[config.mk]
export PLATFORM = sky130hd
export DESIGN_NAME = sprite_renderer_flat
export DESIGN_NICKNAME = d
export VERILOG_FILES = /design/src/rtl/vga_pkg.sv /design/src/rtl/sprite_renderer_if.sv /design/src/rtl/sprite_line_buf.sv /design/src/rtl/sprite_renderer.sv /design/src/flat_wrapper.sv
export SDC_FILE = /design/constraint.sdc
export NUM_CORES = 1
export LEC_CHECK = 0
export ABC_CLOCK_PERIOD_IN_PS = 2600
export BUFFER_PORTS_ARGS = -buffer_cell sky130_fd_sc_hd__buf_2
export CAP_MARGIN = 40
export CORE_MARGIN = 8
export CORE_UTILIZATION = 54
export CTS_CLUSTER_SIZE = 8
export DETAILED_ROUTE_END_ITERATION = 7
export PLACE_DENSITY = 0.8
export SLEW_MARGIN = 40
export SYNTH_ARGS = -nofsm -noshare
export SYNTH_HDL_FRONTEND = slang
export SYNTH_SLANG_ARGS = --single-unit
export TNS_END_PERCENT = 50
[constraint.sdc]
create_clock -name clk -period 2.6 [get_ports clk]
set_input_delay 0.78 -clock clk [delete_from_list [all_inputs] [get_ports clk]]
set_output_delay 0.78 -clock clk [all_outputs]
set_load 0.03 [all_outputs]
[src/rtl/vga_pkg.sv]
// Shared VGA/sprite constants, RGBA nibble layout, pixel type and fetch FSM states.
// Nibble layout is R,G,B,A with A in bit 0, so an opaque pixel's colour is nib[3:1].
package vga_pkg;
  localparam int H_ACTIVE = 640;
  localparam int H_TOTAL  = 800;
  localparam int V_TOTAL  = 525;
  localparam int SPR_W    = 16;
  localparam int SPR_H    = 16;
  localparam int BPP      = 4;
  localparam int R_OFS    = 3;
  localparam int G_OFS    = 2;
  localparam int B_OFS    = 1;
  localparam int A_OFS    = 0;

  typedef logic [2:0] rgb_t;

  typedef enum logic [1:0] {IDLE, ADDR, DATA} fetch_st_e;

  function automatic logic [9:0] next_line(input logic [9:0] y, input int v_total);
    return (int'(y) == v_total - 1) ? 10'd0 : y + 10'd1;
  endfunction
endpackage

[src/rtl/sprite_renderer_if.sv]
// Pixel stream, sprite control and sprite ROM signals between the VGA pipeline (master) and the renderer (slave).
// No handshake: everything moves at one pixel per clock.
interface sprite_renderer_if;
  import vga_pkg::*;

  logic        frame_start;
  logic [9:0]  x;
  logic [9:0]  y;
  logic        de;
  logic        spr_en;
  logic [9:0]  spr_x;
  logic [9:0]  spr_y;
  rgb_t        bg_rgb;
  logic [3:0]  line;
  logic [63:0] bits;
  rgb_t        rgb_out;
  logic        de_out;
  logic        hit;

  modport master (
    output frame_start, x, y, de, spr_en, spr_x, spr_y, bg_rgb, bits,
    input  line, rgb_out, de_out, hit
  );

  modport slave (
    input  frame_start, x, y, de, spr_en, spr_x, spr_y, bg_rgb, bits,
    output line, rgb_out, de_out, hit
  );
endinterface

[src/rtl/sprite_line_buf.sv]
// Holds one fetched sprite row and returns the RGBA nibble at a pixel index; vld_o marks a row loaded since reset.
// Load takes effect on the next clock; nibble select is combinational; no backpressure.
module sprite_line_buf
  import vga_pkg::*;
(
  input  logic                 clk,
  input  logic                 reset_n,
  input  logic                 ld_i,
  input  logic [SPR_W*BPP-1:0] row_i,
  input  logic [3:0]           idx_i,
  output logic [BPP-1:0]       nib_o,
  output logic                 vld_o
);
  localparam int ROW_W = SPR_W * BPP;

  logic [ROW_W-1:0] buf_q;
  logic [ROW_W-1:0] shifted;
  logic             vld_q;

  always_ff @(posedge clk or negedge reset_n) begin
    if (!reset_n) begin
      buf_q <= '0;
      vld_q <= 1'b0;
    end else if (ld_i) begin
      buf_q <= row_i;
      vld_q <= 1'b1;
    end
  end

  // Pixel 0 sits in the top nibble, so shift the selected pixel up to it.
  assign shifted = buf_q << {idx_i, 2'b00};
  assign nib_o   = shifted[ROW_W-1 -: BPP];
  assign vld_o   = vld_q;
endmodule

[src/rtl/sprite_renderer.sv]
// Composites one 16x16 RGBA sprite (32x32 under SPRITE_SCALE2X_EN) over the background stream, fetching rows in h-blank.
// Latency 1 cycle from x/y/de/bg_rgb to rgb_out/hit/de_out; no backpressure, one pixel per clock.
module sprite_renderer #(
  parameter int H_ACTIVE = vga_pkg::H_ACTIVE,
  parameter int V_TOTAL  = vga_pkg::V_TOTAL,
  parameter int FETCH_X  = 640
) (
  input logic              clk,
  input logic              reset_n,
  sprite_renderer_if.slave bus
);
  import vga_pkg::*;

`ifdef SPRITE_SCALE2X_EN
  localparam int SC_SH = 1;
`else
  localparam int SC_SH = 0;
`endif
  localparam int H_SIZE = SPR_W << SC_SH;
  localparam int V_SIZE = SPR_H << SC_SH;
  localparam int CW     = $clog2(H_SIZE);

  fetch_st_e         state_q;
  logic [3:0]        line_q;
  logic              row_hit_q;
  logic [9:0]        px_q, py_q;
  logic              pen_q;
  logic [9:0]        ny;
  logic signed [10:0] row;
  logic              in_range;

  always_comb begin
    ny       = next_line(bus.y, V_TOTAL);
    row      = $signed({1'b0, ny}) - $signed({1'b0, py_q});
    in_range = !row[10] && (row[9:0] < 10'(V_SIZE));
  end

  // Row fetch for the next line; position is latched in the same block so a
  // frame_start on the FETCH_X cycle is already visible in ADDR.
  always_ff @(posedge clk or negedge reset_n) begin
    if (!reset_n) begin
      state_q   <= IDLE;
      line_q    <= '0;
      row_hit_q <= 1'b0;
      px_q      <= '0;
      py_q      <= '0;
      pen_q     <= 1'b0;
    end else begin
      if (bus.frame_start) begin
        px_q  <= bus.spr_x;
        py_q  <= bus.spr_y;
        pen_q <= bus.spr_en;
      end
      case (state_q)
        IDLE: if (bus.x == 10'(FETCH_X)) state_q <= ADDR;
        ADDR: begin
          line_q    <= row[SC_SH +: 4];
          row_hit_q <= in_range && pen_q;
          state_q   <= DATA;
        end
        DATA:    state_q <= IDLE;
        default: state_q <= IDLE;
      endcase
    end
  end

  assign bus.line = line_q;

  logic [63:0] row_dat;
  logic [3:0]  nib;
  logic [3:0]  nib_idx;
  logic        buf_vld;

  assign row_dat = row_hit_q ? bus.bits : '0;

  sprite_line_buf u_line_buf (
    .clk     (clk),
    .reset_n (reset_n),
    .ld_i    (state_q == DATA),
    .row_i   (row_dat),
    .idx_i   (nib_idx),
    .nib_o   (nib),
    .vld_o   (buf_vld)
  );

  logic [CW-1:0] cnt_q;
  logic [CW-1:0] idx;
  logic          drawing_q;
  logic          start;
  logic          active;

  // Pixel 0 must be shown on the x==px cycle itself, so the start cycle uses
  // index 0 directly and cnt_q holds the index for the following cycle.
  always_comb begin
    start  = bus.de && (bus.x == px_q) && (px_q < 10'(H_ACTIVE)) && buf_vld;
    active = start || (drawing_q && bus.de);
    idx    = start ? '0 : cnt_q;
  end

  assign nib_idx = idx[CW-1 -: 4];

  always_ff @(posedge clk or negedge reset_n) begin
    if (!reset_n) begin
      cnt_q     <= '0;
      drawing_q <= 1'b0;
    end else if (start) begin
      cnt_q     <= CW'(1);
      drawing_q <= 1'b1;
    end else if (drawing_q && bus.de && (cnt_q != '1)) begin
      cnt_q <= cnt_q + CW'(1);
    end else begin
      drawing_q <= 1'b0;
    end
  end

  rgb_t rgb_d, rgb_q;
  logic hit_d, hit_q, de_q;
  logic opaque;

  always_comb begin
    opaque = active && nib[A_OFS];
    rgb_d  = '0;
    if (bus.de) rgb_d = opaque ? nib[R_OFS -: 3] : bus.bg_rgb;
    hit_d  = bus.de && opaque;
  end

  always_ff @(posedge clk or negedge reset_n) begin
    if (!reset_n) begin
      rgb_q <= '0;
      hit_q <= 1'b0;
      de_q  <= 1'b0;
    end else begin
      rgb_q <= rgb_d;
      hit_q <= hit_d;
      de_q  <= bus.de;
    end
  end

  assign bus.rgb_out = rgb_q;
  assign bus.hit     = hit_q;
  assign bus.de_out  = de_q;
endmodule

[src/flat_wrapper.sv]
// flat-port wrapper written by rule: the top's interface ports become plain ports
module sprite_renderer_flat import vga_pkg::*;
#(
  parameter int H_ACTIVE = vga_pkg::H_ACTIVE,
  parameter int V_TOTAL  = vga_pkg::V_TOTAL,
  parameter int FETCH_X  = 640
)
  (clk, reset_n, bus_frame_start, bus_x, bus_y, bus_de, bus_spr_en, bus_spr_x, bus_spr_y, bus_bg_rgb, bus_bits, bus_line, bus_rgb_out, bus_de_out, bus_hit);
  sprite_renderer_if bus_i ();
  input logic clk;
  input logic reset_n;
  input wire logic [$bits(bus_i.frame_start)-1:0] bus_frame_start;
  input wire logic [$bits(bus_i.x)-1:0] bus_x;
  input wire logic [$bits(bus_i.y)-1:0] bus_y;
  input wire logic [$bits(bus_i.de)-1:0] bus_de;
  input wire logic [$bits(bus_i.spr_en)-1:0] bus_spr_en;
  input wire logic [$bits(bus_i.spr_x)-1:0] bus_spr_x;
  input wire logic [$bits(bus_i.spr_y)-1:0] bus_spr_y;
  input wire logic [$bits(bus_i.bg_rgb)-1:0] bus_bg_rgb;
  input wire logic [$bits(bus_i.bits)-1:0] bus_bits;
  output wire logic [$bits(bus_i.line)-1:0] bus_line;
  output wire logic [$bits(bus_i.rgb_out)-1:0] bus_rgb_out;
  output wire logic [$bits(bus_i.de_out)-1:0] bus_de_out;
  output wire logic [$bits(bus_i.hit)-1:0] bus_hit;
  assign bus_i.frame_start = bus_frame_start;
  assign bus_i.x = bus_x;
  assign bus_i.y = bus_y;
  assign bus_i.de = bus_de;
  assign bus_i.spr_en = bus_spr_en;
  assign bus_i.spr_x = bus_spr_x;
  assign bus_i.spr_y = bus_spr_y;
  assign bus_i.bg_rgb = bus_bg_rgb;
  assign bus_i.bits = bus_bits;
  assign bus_line = bus_i.line;
  assign bus_rgb_out = bus_i.rgb_out;
  assign bus_de_out = bus_i.de_out;
  assign bus_hit = bus_i.hit;
  sprite_renderer #(.H_ACTIVE(H_ACTIVE), .V_TOTAL(V_TOTAL), .FETCH_X(FETCH_X)) u_core (.clk(clk), .reset_n(reset_n), .bus(bus_i));
endmodule
==> qor.log <==
INFO  die            initial_utilization=54.7%
INFO  sta            fin_skew=17.0ps
INFO  cts            ctsRootBufferMaster=clkbuf_8
INFO  synth          avgSynthCellArea=9.53µm²
INFO  setup_path     rr_endpoint=u_core.bus.rgb_out[2]
INFO  sta            slew_limit_headroom=63.0%
INFO  power_and_ir_drop switching_share=27.5%
INFO  placed_design  detailedPlacementHpwl=9.51mm
INFO  sta            setup_viol_count_final=1
INFO  cells_and_area area_delta_synth_final=23.0%
INFO  detailed_routing drt_iter0_markers=213
INFO  power_and_ir_drop total_switching_power=0.000875W
INFO  detailed_routing drt-wirelength-per-cell=15.7µm
INFO  global_routing antenna_found_initial=0
INFO  cts            hold_buffers=0
INFO  cells_and_area postLayoutCellArea=6460µm²
INFO  run_status     outcome=complete, but fails checks
INFO  synth          syn-num-nets=677
INFO  global_routing global_route_wire_length_before_repair=21.2mm
INFO  cts            clk_pin_slew_worst_paths=90ps
INFO  placed_design  detailedPlace.worstSlack=-593ps
INFO  detailed_routing ant_nets=0
INFO  setup_path     rr_worst_depth=7
INFO  setup_path     worst_ep_required_time=2830ps
INFO  synth          netlist.top_cell.by_area=dfrtp_1
INFO  setup_path     setup.worst_path.end=u_core.row_hit_q
INFO  die            dieArea=13100µm²
INFO  setup_path     worst-r2r-setup-slack=280ps
INFO  die            fp.coreArea=9590µm²
INFO  sta            setup_repair_after_global_routing_missed_its_margin=yes
INFO  detailed_routing route.detailed.vias_per_inst=5.31
INFO  global_routing global_route.usage.total=20.1%
INFO  global_routing grt_overflow=0
INFO  synth          synth_largest_type_area_fraction=49.1%
INFO  cts            cts_buffers=9
INFO  setup_path     regToRegStartpoint=u_core.px_q[7]
INFO  placed_design  place_congestion=0.873
INFO  setup_path     type_of_the_setup_path_with_the_least_slack=in -> reg
INFO  die            io_pins=121
INFO  power_and_ir_drop power.clock.fraction=27.7%
INFO  setup_path     cp.arrival=2960ps
INFO  setup_path     worst_setup_path_startpoint=bus_y[0]
INFO  cells_and_area postLayoutCoreUtil=67.3%
INFO  power_and_ir_drop p_seq_share=54.6%
INFO  cells_and_area ratio_of_cells_with_drive_above_1_in_the_final_layout=31.3%
INFO  die            chipHeight=115µm
INFO  detailed_routing dr.pass1.iters=4
INFO  die            fp.dieW=115µm
INFO  synth          synthTopCellsByArea=dfrtp_1 49%, nand2_1 11%, o21ai_0 7.7%, mux4_2 4.7%, ha_1 3.1%
INFO  power_and_ir_drop power_density=492nW/µm²
INFO  sta            final_critical_path_setup_slack=-134ps
INFO  synth          synth_cells=551
INFO  synth          async_flop_share=100%
INFO  sta            hold_viol=0
INFO  synth          ys.flop_type=dfrtp_1
INFO  detailed_routing dr_total_vias=4361
INFO  power_and_ir_drop p_total=0.00318W
INFO  detailed_routing wl=12.9mm
INFO  sta            min_period_over_period=105%
INFO  cts            post_cts_buffers=0
INFO  job            drv_cap=0
INFO  synth          synth.yosys.seq_area_share=49.1%
INFO  sta            tightestPinTransition=555ps
INFO  synth          yosysWarnings=0
INFO  setup_path     crit_path_max_fanout=3
INFO  cells_and_area design.final.nets=812
INFO  cts            cts_tree=done
INFO  cts            cts.path.max_buffers=2
INFO  sta            number_of_pins_exceeding_their_max_slew_limit_in_the_final_report=0
INFO  die            num_rows=36
INFO  cts            clock_sink_count=103
INFO  synth          synth_seq_cells=103
INFO  setup_path     start_kind=primary input
INFO  placed_design  quantity_of_i_o_buffers_inserted_on_ports=120
INFO  synth          mappedNetlistArea=5250µm²
INFO  cells_and_area diodes=0
INFO  global_routing pin_count_of_the_biggest_net_entering_global_routing=72
INFO  placed_design  postPlaceCellArea=6220µm²
INFO  power_and_ir_drop cellInternalPower=0.00230W
INFO  synth          synth_enable_flop_cells=0
INFO  run_status     violations_in_the_final_reports=negative setup slack
INFO  power_and_ir_drop power_frac_comb=17.6%
INFO  setup_path     worstSetupEndpointType=flip-flop
INFO  global_routing grt_pass1_vias=4647
INFO  sta            finalCriticalPeriod=2730ps
INFO  sta            max_frequency=366MHz
INFO  cts            cts_h_tree_depth=3
INFO  min_path       hold_class=in -> async
INFO  power_and_ir_drop peakVddDrop=0.299mV
INFO  synth          yosys.cell_types.count=45
INFO  cts            clk_latency=360ps
INFO  detailed_routing drcViolationCount=0
INFO  power_and_ir_drop leakagePower=3.23nW
-- synth_stat cells (all sizes together), types with 4 or more instances --
cell	number
dfrtp	103
xnor2	16
a21oi	12
clkbuf	23
o21ai	81
buf	11
a21o	4
nor3	6
a2111oi	4
nor2	11
mux4	11
nand3	5
mux2	14
nand2	157
nand2b	6
inv	18
mux2i	15
ha	13
xor2	6
nand4	5
-- critical path: stages --
cell	delay (ps)
buf_8	100
inv_4	50
ha_4	120
nand4_1	140
nor4_4	220
or2_4	170
ha_1	130
inv_1	60
fa_2	360
a21oi_2	180
nor2_1	60
or3_1	320
o31ai_1	110
o41ai_2	130
-- kinds of logic after synthesis --
kind of cell             Yosys count  synth area share, %
AND/OR/NAND/NOR                  207                 16.8
multiplexers                      40                 10.6
buffers and inverters             52                 4.17
XOR/XNOR                          22                 3.67
AO/OA/AOI/OAI                    113                 12.2
adder cells (fa/ha/maj)           14                 3.48
flip-flops                       103                 49.1
-- through the flow --
step | instances | setup TNS (ps) | hold WS [ps]
3_5_place_dp | 808 | -1480 | 454
5_1_grt | 822 | -233 | 401
6_report | 822 | -134 | 380
2_1_floorplan | 551 | -358 | 435
4_1_cts | 822 | -126 | 389
3_3_place_gp | 807 | -1120 | 454
-- layout by cell type, fill, tap and decap left out, types with 4 or more instances in the layout --
cell type  Yosys  layout
nand2_1      157     157
buf_2          4     117
dfrtp_1      103     102
o21ai_0       81      80
buf_4          0      36
inv_1         18      16
xnor2_1       16      16
mux2i_1       15      15
mux2_2        14      14
mux4_2        11      11
ha_1          13      11
nor2_1        11      10
a21oi_1       12      10
clkbuf_8       0       9
xor2_1         6       6
nor3_1         6       6
nand4_1        5       5
nand3_1        5       5
nand2b_1       5       4
a21o_1         4       4
-- registers in the layout, summed over array words and instances, names as in the netlist --
register	cells
u_core.px_q	10
u_core.row_hit_q	1
u_core.bus.line	4
u_core.u_line_buf.vld_o	1
u_core.bus.rgb_out	3
u_core.bus.de_out	1
u_core.state_q	2
u_core.pen_q	1
u_core.cnt_q	4
u_core.u_line_buf.buf_q	64
u_core.py_q	10
u_core.drawing_q	1
u_core.bus.hit	1
-- layout make-up --
class	count	area, µm²
multi-input cells	396	2540
inverters	18	72.6
flip-flops and latches	103	2580
clock inverters	5	35.0
fillers	783	3140
repair buffers	158	942
clock buffers	9	124
well taps	133	166
-- worst min path at each step --
stage,endpoint,cells after the start,slack [ps],start
floorplan,u_core.u_line_buf.vld_o,1,440,u_core.u_line_buf.vld_o
global placement,u_core.u_line_buf.vld_o,1,450,u_core.u_line_buf.vld_o
detailed placement,u_core.u_line_buf.vld_o,1,450,u_core.u_line_buf.vld_o
CTS,u_core.u_line_buf.buf_q[27],1,390,reset_n
global route,u_core.u_line_buf.buf_q[15],1,400,reset_n
finish,u_core.u_line_buf.buf_q[27],1,380,reset_n
-- routing by layer --
layer	GRT usage (%)	part of all wire (%)	vias to the layer above
met4	7.45	1.8	0
met2	34.3	51	103
met5	0	0	-
li1	-	-	2137
met3	4.06	4.6	20
met1	24.5	42	2101
-- power groups by stage --
| stage | combinational, W | sequential (W) | clock, W |
|---|---|---|---|
| CTS | 0.000554 | 0.00174 | 0.000906 |
| detailed placement | 0.000529 | 0.00177 | 0 |
| global placement | 0.000511 | 0.00176 | 0 |
| global route | 0.000628 | 0.00175 | 0.000972 |
| finish | 0.000561 | 0.00174 | 0.000881 |
| floorplan | 0.000266 | 0.00176 | 0 |
-- repair_timing --
| item | in CTS | in global routing |
|---|---|---|
| pin swaps | 11 | 4 |
| setup endpoints to repair | 1 | 1 |
| endpoints found under the hold margin | 0 | 0 |
| gates resized for setup | 19 | 2 |
(Power assumes the default switching activity.)
